<file path="src/rtl/div_pkg.sv">
// div_pkg: shared constants and state encoding for the sequential divider.
package div_pkg;

    localparam int unsigned WIDTH = 16;

    localparam logic [WIDTH-1:0] DIV_ZERO_QUOT = 16'hFFFF;

    typedef enum logic [1:0] {
        IDLE,
        RUN,
        FIX,
        DONE
    } div_state_t;

endpackage

</file>
<file path="src/rtl/sub_borrow.sv">
// sub_borrow: combinational trial subtractor for one restoring-division step.
module sub_borrow #(
    parameter int unsigned W = 17
) (
    input  logic [W-1:0] x,
    input  logic [W-1:0] y,
    output logic [W-1:0] diff,
    output logic         borrow
);

    // The divider keeps x < 2*y with y's MSB clear, so the sign bit of the
    // W-bit difference is exactly the borrow.
    assign diff   = x - y;
    assign borrow = diff[W-1];

endmodule

</file>
<file path="src/rtl/div_seq.sv">
// div_seq: multi-cycle restoring divider, one quotient bit per RUN cycle.
// Define DIV_SIGNED_EN for two's-complement operands (truncation toward zero).
module div_seq #(
    parameter int unsigned WIDTH = div_pkg::WIDTH
) (
    input  logic             clk,
    input  logic             rst_n,
    input  logic             start,
    input  logic [WIDTH-1:0] a,
    input  logic [WIDTH-1:0] b,
    output logic             busy,
    output logic             done,
    output logic [WIDTH-1:0] quot,
    output logic [WIDTH-1:0] rem,
    output logic             div_zero
);
    import div_pkg::*;

    localparam int unsigned CW = $clog2(WIDTH);

    div_state_t       state_q, state_d;
    logic [CW-1:0]    cnt_q;
    logic [WIDTH-1:0] pr_q;
    logic [WIDTH-1:0] dq_q;
    logic [WIDTH-1:0] dvs_q;
    logic [WIDTH-1:0] quot_q;
    logic [WIDTH-1:0] rem_q;
    logic             divz_q;

    logic [WIDTH:0]   shifted;
    logic [WIDTH:0]   diff;
    logic             borrow;
    logic             unused_diff_msb;

    logic [WIDTH-1:0] a_mag;
    logic [WIDTH-1:0] b_mag;
    logic [WIDTH-1:0] quot_fix;
    logic [WIDTH-1:0] rem_fix;

`ifdef DIV_SIGNED_EN
    logic negq_q;
    logic negr_q;

    assign a_mag    = a[WIDTH-1] ? -a : a;
    assign b_mag    = b[WIDTH-1] ? -b : b;
    assign quot_fix = negq_q ? -dq_q : dq_q;
    assign rem_fix  = negr_q ? -pr_q : pr_q;

    always_ff @(posedge clk or negedge rst_n) begin
        if (!rst_n) begin
            negq_q <= 1'b0;
            negr_q <= 1'b0;
        end else if (state_q == IDLE && start && b != '0) begin
            negq_q <= a[WIDTH-1] ^ b[WIDTH-1];
            negr_q <= a[WIDTH-1];
        end
    end
`else
    assign a_mag    = a;
    assign b_mag    = b;
    assign quot_fix = dq_q;
    assign rem_fix  = pr_q;
`endif

    // dq_q starts as the dividend and fills with quotient bits from the right.
    assign shifted = {pr_q, dq_q[WIDTH-1]};

    sub_borrow #(.W(WIDTH + 1)) u_sub (
        .x      (shifted),
        .y      ({1'b0, dvs_q}),
        .diff   (diff),
        .borrow (borrow)
    );

    assign unused_diff_msb = diff[WIDTH];

    always_comb begin
        state_d = state_q;
        case (state_q)
            IDLE: if (start) state_d = (b == '0) ? DONE : RUN;
            RUN:  if (cnt_q == '0) state_d = FIX;
            FIX:  state_d = DONE;
            DONE: state_d = IDLE;
            default: state_d = IDLE;
        endcase
    end

    always_ff @(posedge clk or negedge rst_n) begin
        if (!rst_n) begin
            state_q <= IDLE;
        end else begin
            state_q <= state_d;
        end
    end

    always_ff @(posedge clk or negedge rst_n) begin
        if (!rst_n) begin
            cnt_q  <= '0;
            pr_q   <= '0;
            dq_q   <= '0;
            dvs_q  <= '0;
            quot_q <= '0;
            rem_q  <= '0;
            divz_q <= 1'b0;
        end else begin
            case (state_q)
                IDLE: begin
                    if (start) begin
                        divz_q <= (b == '0);
                        if (b == '0) begin
                            quot_q <= DIV_ZERO_QUOT;
                            rem_q  <= a;
                        end else begin
                            pr_q  <= '0;
                            dq_q  <= a_mag;
                            dvs_q <= b_mag;
                            cnt_q <= CW'(WIDTH - 1);
                        end
                    end
                end
                RUN: begin
                    pr_q  <= borrow ? shifted[WIDTH-1:0] : diff[WIDTH-1:0];
                    dq_q  <= {dq_q[WIDTH-2:0], ~borrow};
                    cnt_q <= cnt_q - 1'b1;
                end
                FIX: begin
                    quot_q <= quot_fix;
                    rem_q  <= rem_fix;
                end
                default: ;
            endcase
        end
    end

    assign busy     = (state_q == RUN) || (state_q == FIX);
    assign done     = (state_q == DONE);
    assign quot     = quot_q;
    assign rem      = rem_q;
    assign div_zero = divz_q;

endmodule

</file>
<file path="config.mk">
export PLATFORM = sky130hd
export DESIGN_NAME = div_seq
export DESIGN_NICKNAME = d
export VERILOG_FILES = /design/src/rtl/div_pkg.sv /design/src/rtl/sub_borrow.sv /design/src/rtl/div_seq.sv
export SDC_FILE = /design/constraint.sdc
export NUM_CORES = 1
export LEC_CHECK = 0
export ABC_AREA = 0
export CORE_MARGIN = 2
export CORE_UTILIZATION = 40
export CTS_BUF_LIST = sky130_fd_sc_hd__clkbuf_4 sky130_fd_sc_hd__clkbuf_8
export DETAILED_ROUTE_END_ITERATION = 8
export GPL_TIMING_DRIVEN = 0
export SETUP_SLACK_MARGIN = 0.1
export SLEW_MARGIN = 40
export SYNTH_ARGS = -nofsm -noshare
export SYNTH_HDL_FRONTEND = slang
export SYNTH_SLANG_ARGS = --single-unit
</file>
<file path="constraint.sdc">
create_clock -name clk -period 4.1 [get_ports clk]
set_clock_uncertainty 0.1 [all_clocks]
set_input_delay 0.41 -clock clk [delete_from_list [all_inputs] [get_ports clk]]
set_output_delay 0.41 -clock clk [all_outputs]
set_load 0.1 [all_outputs]
</file>
Word level (Yosys, flattened, before mapping). Index checks and enable logic that the tools add are counted.

$add $sub $neg: 2. Eq/ne operators: 7. Multiplexer cells: 20. Bitwise gates (word level): 2. Reduce and logical (&&, ||, !) cells: 11.

Operators by type and width (number): 2-to-1 mux 16 bit (9); case mux 16 bit (2 select lines) (4); subtractor 17 x 16 -> 17 bit (1); logical NOT 16 bit (1); AND reduction 3 bit (3); 2-to-1 mux 4 bit (2); != test 2 bit (second input constant) (4); case mux 2 bit (4 select lines) (1); case mux 4 bit (2 select lines) (1); 2-to-1 mux 2 bit (3); equality test 2 bit (second input constant) (2); logical NOT 4 bit (1); AND reduction 2 bit (2); nonzero test 2 bit (2); subtractor 4 x 1 -> 4 bit (second input constant) (1); equality test 2 x 1 -> 1 bit (second input constant) (1); logical NOT 2 bit (1); inverter 1 bit (2); logical OR 1 bit (1).

Register bits: 87. Bits of input ports: 35. Output and inout port bits: 35. Word-level logic and storage cells: 50.

Logic depth before layout (Yosys ltp).
Word-level depth: 4. Mapped depth: 12. Mapped depth without buffers: 11.

By module. Synthesis repeated with hierarchy kept, for this count alone.

Cell total of the unflattened synthesis: 474. Area, all modules: 4986.0 sq um.

Modules (own cells, without submodules): div_seq (instances 1, cells each 341, area an instance 4093.9 sq um, seq. area each 2177.1 sq um); sub_borrow (instances 1, cells each 133, area an instance 892.1 sq um, seq. area each 0.0 sq um).

Worst setup path after synthesis. OpenSTA, ideal clock, no wires.

Path type: flip-flop to flip-flop. Start: reg dq_q[15]. End: reg pr_q[12]. Library setup time: 131 ps. Data arrival time: 2711 ps. Required time: 3869 ps. Setup slack: 1158 ps. Cell stages (with the launch flop): 12. Buffers on the path: 0. Clock period less this slack: 2942 ps. Cell sequence: dfrtp_1 -> inv_1 -> ha_1 -> inv_1 -> fa_1 -> a21o_1 -> a221oi_2 -> a21oi_2 -> o32a_4 -> xor2_1 -> mux2i_1 -> o21ai_0.

Cells in the longest elaborated chain, start to end: 3.

RTL lines: from (decl) (RTL line div_seq.sv:24) `logic [WIDTH-1:0] dq_q;`; from (signal assigned) (RTL line div_seq.sv:115) `dq_q <= a_mag;`; from (signal assigned) (RTL line div_seq.sv:123) `dq_q <= {dq_q[WIDTH-2:0], ~borrow};`; subtractor 17 x 16 -> 17 bit (RTL line sub_borrow.sv:13) `assign diff = x - y;`; 2-to-1 mux 16 bit (RTL line div_seq.sv:122) `pr_q <= borrow ? shifted[WIDTH-1:0] : diff[WIDTH-1:0];`; case mux 16 bit (2 select lines) (RTL line div_seq.sv:106) `case (state_q)`; to (signal assigned) (RTL line div_seq.sv:122); to (decl) (RTL line div_seq.sv:23) `logic [WIDTH-1:0] pr_q;`.

Every way passes these cells. A chain may end at the register's enable or synchronous reset.

Final worst setup path. Ends and elaborated chain as after synthesis.

==> impl_metrics.yaml <==
sta:
  whs_ps: 394
  max_slew_margin_pct: 47.8
  drv_slew: 0
  rsz0062_at_grt: "false"
  fmax_ghz: 0.296
  worstMarginPinSlew_ps: 783
  hold_violations: 0
  setup_violations: 0
  fin_crit_sh_pct: 82.4
  min_period_ps: 3380
global_routing:
  track_usage_pct: 20.9
  grt_pass1_vias: 4113
  antenna_found_initial: 0
  grt_pass1_wl_mm: 20.9
  grt_max_degree: 45
  grt-ovfl-total: 0
yosys:
  syn_area_um2: 4740
  ys.flop_type: "dfrtp_1"
  syn_area_per_cell_um2: 9.00
  yosysTopAreaCellShare_pct: 45.9
  ys_seq_elements: 87
  syn-num-nets: 585
  ys_types: 52
  synthArstFlopShare_pct: 100
  synth_edf_count: 0
  synth_most_common_cell: "dfrtp_1"
  synth_area_leaders: "dfrtp_1 46%, ha_1 5.8%, o21ai_0 5.4%"
  synth_seq_area_share_pct: 45.9
  synth_common_cells: "87 x dfrtp_1, 57 x nand2_1, 51 x o21ai_0"
  synthCells: 527
  yosysTopAreaCell: "dfrtp_1"
  yosysWarnings: 0
worst_hold_path:
  hold_depth: 2
  holdCritStartpoint: "div_zero"
  hp-class: "reg2reg"
critical_path:
  reg2reg_depth: 11
  crit_path_start: "dq_q[15]"
  critPathLaunchType: "flip-flop"
  crit_chain: "inv_1, ha_1, inv_1, fa_1, a21o_1, a221oi_2, a21oi_2, o32a_4, xor2_1, mux2i_1, o21ai_0"
  critPathCaptureType: "flip-flop"
  crit_type: "reg2reg"
  path_depth: 11
  r2r-start: "dq_q[15]"
  required_ps: 4260
  max_stage_delay_ps: 500
  cpMaxStageDelayCell: "xor2_1"
  critPathMaxFanout: 7
  cp_data_arrival_time_ps: 3540
  crit_family: "compound AO/OA/AOI/OAI gates"
  crit_top_cell: "inv_1"
  cp_num_buf_inv: 2
clocking:
  cts_tree: "yes"
  cts_buffers: 9
  cts.sinks: 87
  cts_buffer_depth: 2
  clkTransAtPathRegs_ps: 90
  cts_root_buf: "clkbuf_8"
  cts-resized-gates: 0
  cts_htree_levels: 3
  clock_latency_ps: 380
routing:
  wl_mm: 12.7
  vias: 4115
  via_per_inst: 5.44
  antenna_left: 0
  drc: 6
  drtPass1Iterations: 7
  drtIter0Drc: 293
  route.detailed.wl_per_inst_um: 16.8
finish:
  fillers: 1173
  stdcell_count: 757
  drive_above_1_share_pct: 11.2
  antenna-diode-count: 0
  area_delta_synth_final_pct: 19.8
  final_nets: 667
  final_cell_area_um2: 5680
place:
  dp_hpwl_mm: 9.85
  placed_area_um2: 5470
  numPortBuffers: 69
  dp.cells: 740
  gp_congestion: 0.907
floorplan:
  core_um2: 11500
  dieHeight_um: 113
  dieWidth_um: 113
  start_util_pct: 41.2
  dieArea_um2: 12700
  ios: 70
  placementRows: 39
outcome:
  failed_checks: "design-rule violations"
  status: "complete, but fails checks"
run:
  cap_violations: 0
==> cell usage in the layout (no fill, tap or decap), drive strengths merged, types with 3 or more instances in the layout <==
cell / n
xor2: 5
o21a: 3
nand4: 5
nor2: 48
clkdlybuf4s50: 33
a21o: 3
nor2b: 3
o311ai: 6
ha: 22
a32oi: 3
a31oi: 17
dfrtp: 87
inv: 40
nand3: 21
nor4: 6
o22ai: 15
buf: 44
o21ai: 52
clkbuf: 35
xnor2: 10
clkinvlp: 3
a21oi: 48
mux2i: 19
nand2: 57
==> worst register-to-register path, cell delays in order, from the launching register on <==
cell and delay [ps]:
dfrtp_1 400, inv_1 100, ha_1 180, inv_1 50, fa_1 400, a21o_1 210, a221oi_2 390, a21oi_2 150
o32a_4 460, xor2_1 500, mux2i_1 250, o21ai_0 80
==> sequential cells by signal, indices dropped and copies added (netlist names) <==
register and flops:
quot 16, state_q 2, rem 16, cnt_q 4, div_zero 1, pr_q 16, dq_q 16, dvs_q 16
==> stage by stage <==
stage	TNS [ps]	setup slack, ps	util [%]
2_1_floorplan	0	1160	-
3_3_place_gp	-59960	-695	48.8
3_5_place_dp	0	709	47.5
4_1_cts	0	717	49.3
5_1_grt	0	480	49.3
6_report	0	724	49.3
==> kinds of logic (layout without fill, tap and decap cells) <==
family,Yosys count,in the layout,share of synthesized area [%]
xor gates and xnor gates,15,15,3.16
AOI/OAI and AO/OA,162,162,20.6
and+or+nand+nor,149,149,13.7
buffers and inverters,71,158,6.12
muxes,20,20,4.25
DFF,87,87,45.9
adders and majority gates,23,23,6.22
==> worst paths after layout <==
check                       endpoint  slack [ps]
min in group asynchronous   quot[10]         420
setup / recovery            pr_q[12]         720
max in group asynchronous  dvs_q[12]        2920
hold / removal              div_zero         390
hold reg to reg             div_zero         390
setup reg to reg            pr_q[12]         720
==> cell type report <==
| class | count | area [um2] | share of cell area, % |
|---|---|---|---|
| multi-input combinational | 369 | 2280 | 40.1 |
| sequential | 87 | 2180 | 38.3 |
| timing repair buffer | 71 | 554 | 9.76 |
| tap | 143 | 179 | 3.15 |
| inverter | 40 | 150 | 2.64 |
| clock buffer | 11 | 145 | 2.55 |
| buffer | 31 | 141 | 2.49 |
| clock inverter | 5 | 57.6 | 1.01 |
==> metal layers <==
metal	vias to the layer above	GRT usage [%]	wire length [um]
li1	2021	-	-
met1	1988	26.9	5780
met2	95	35.2	6110
met3	11	4.82	642
met4	0	6.18	152
met5	-	0	0
==> timing repair <==
item / CTS / global route
setup buffers: 0 / 0
hold buffers: 1 / 0
hold endpoints to repair: 43 / 0
Power is left out: the tool's default activity adds up to more than one toggle a clock period on the data nets, which glitch-free logic cannot reach.
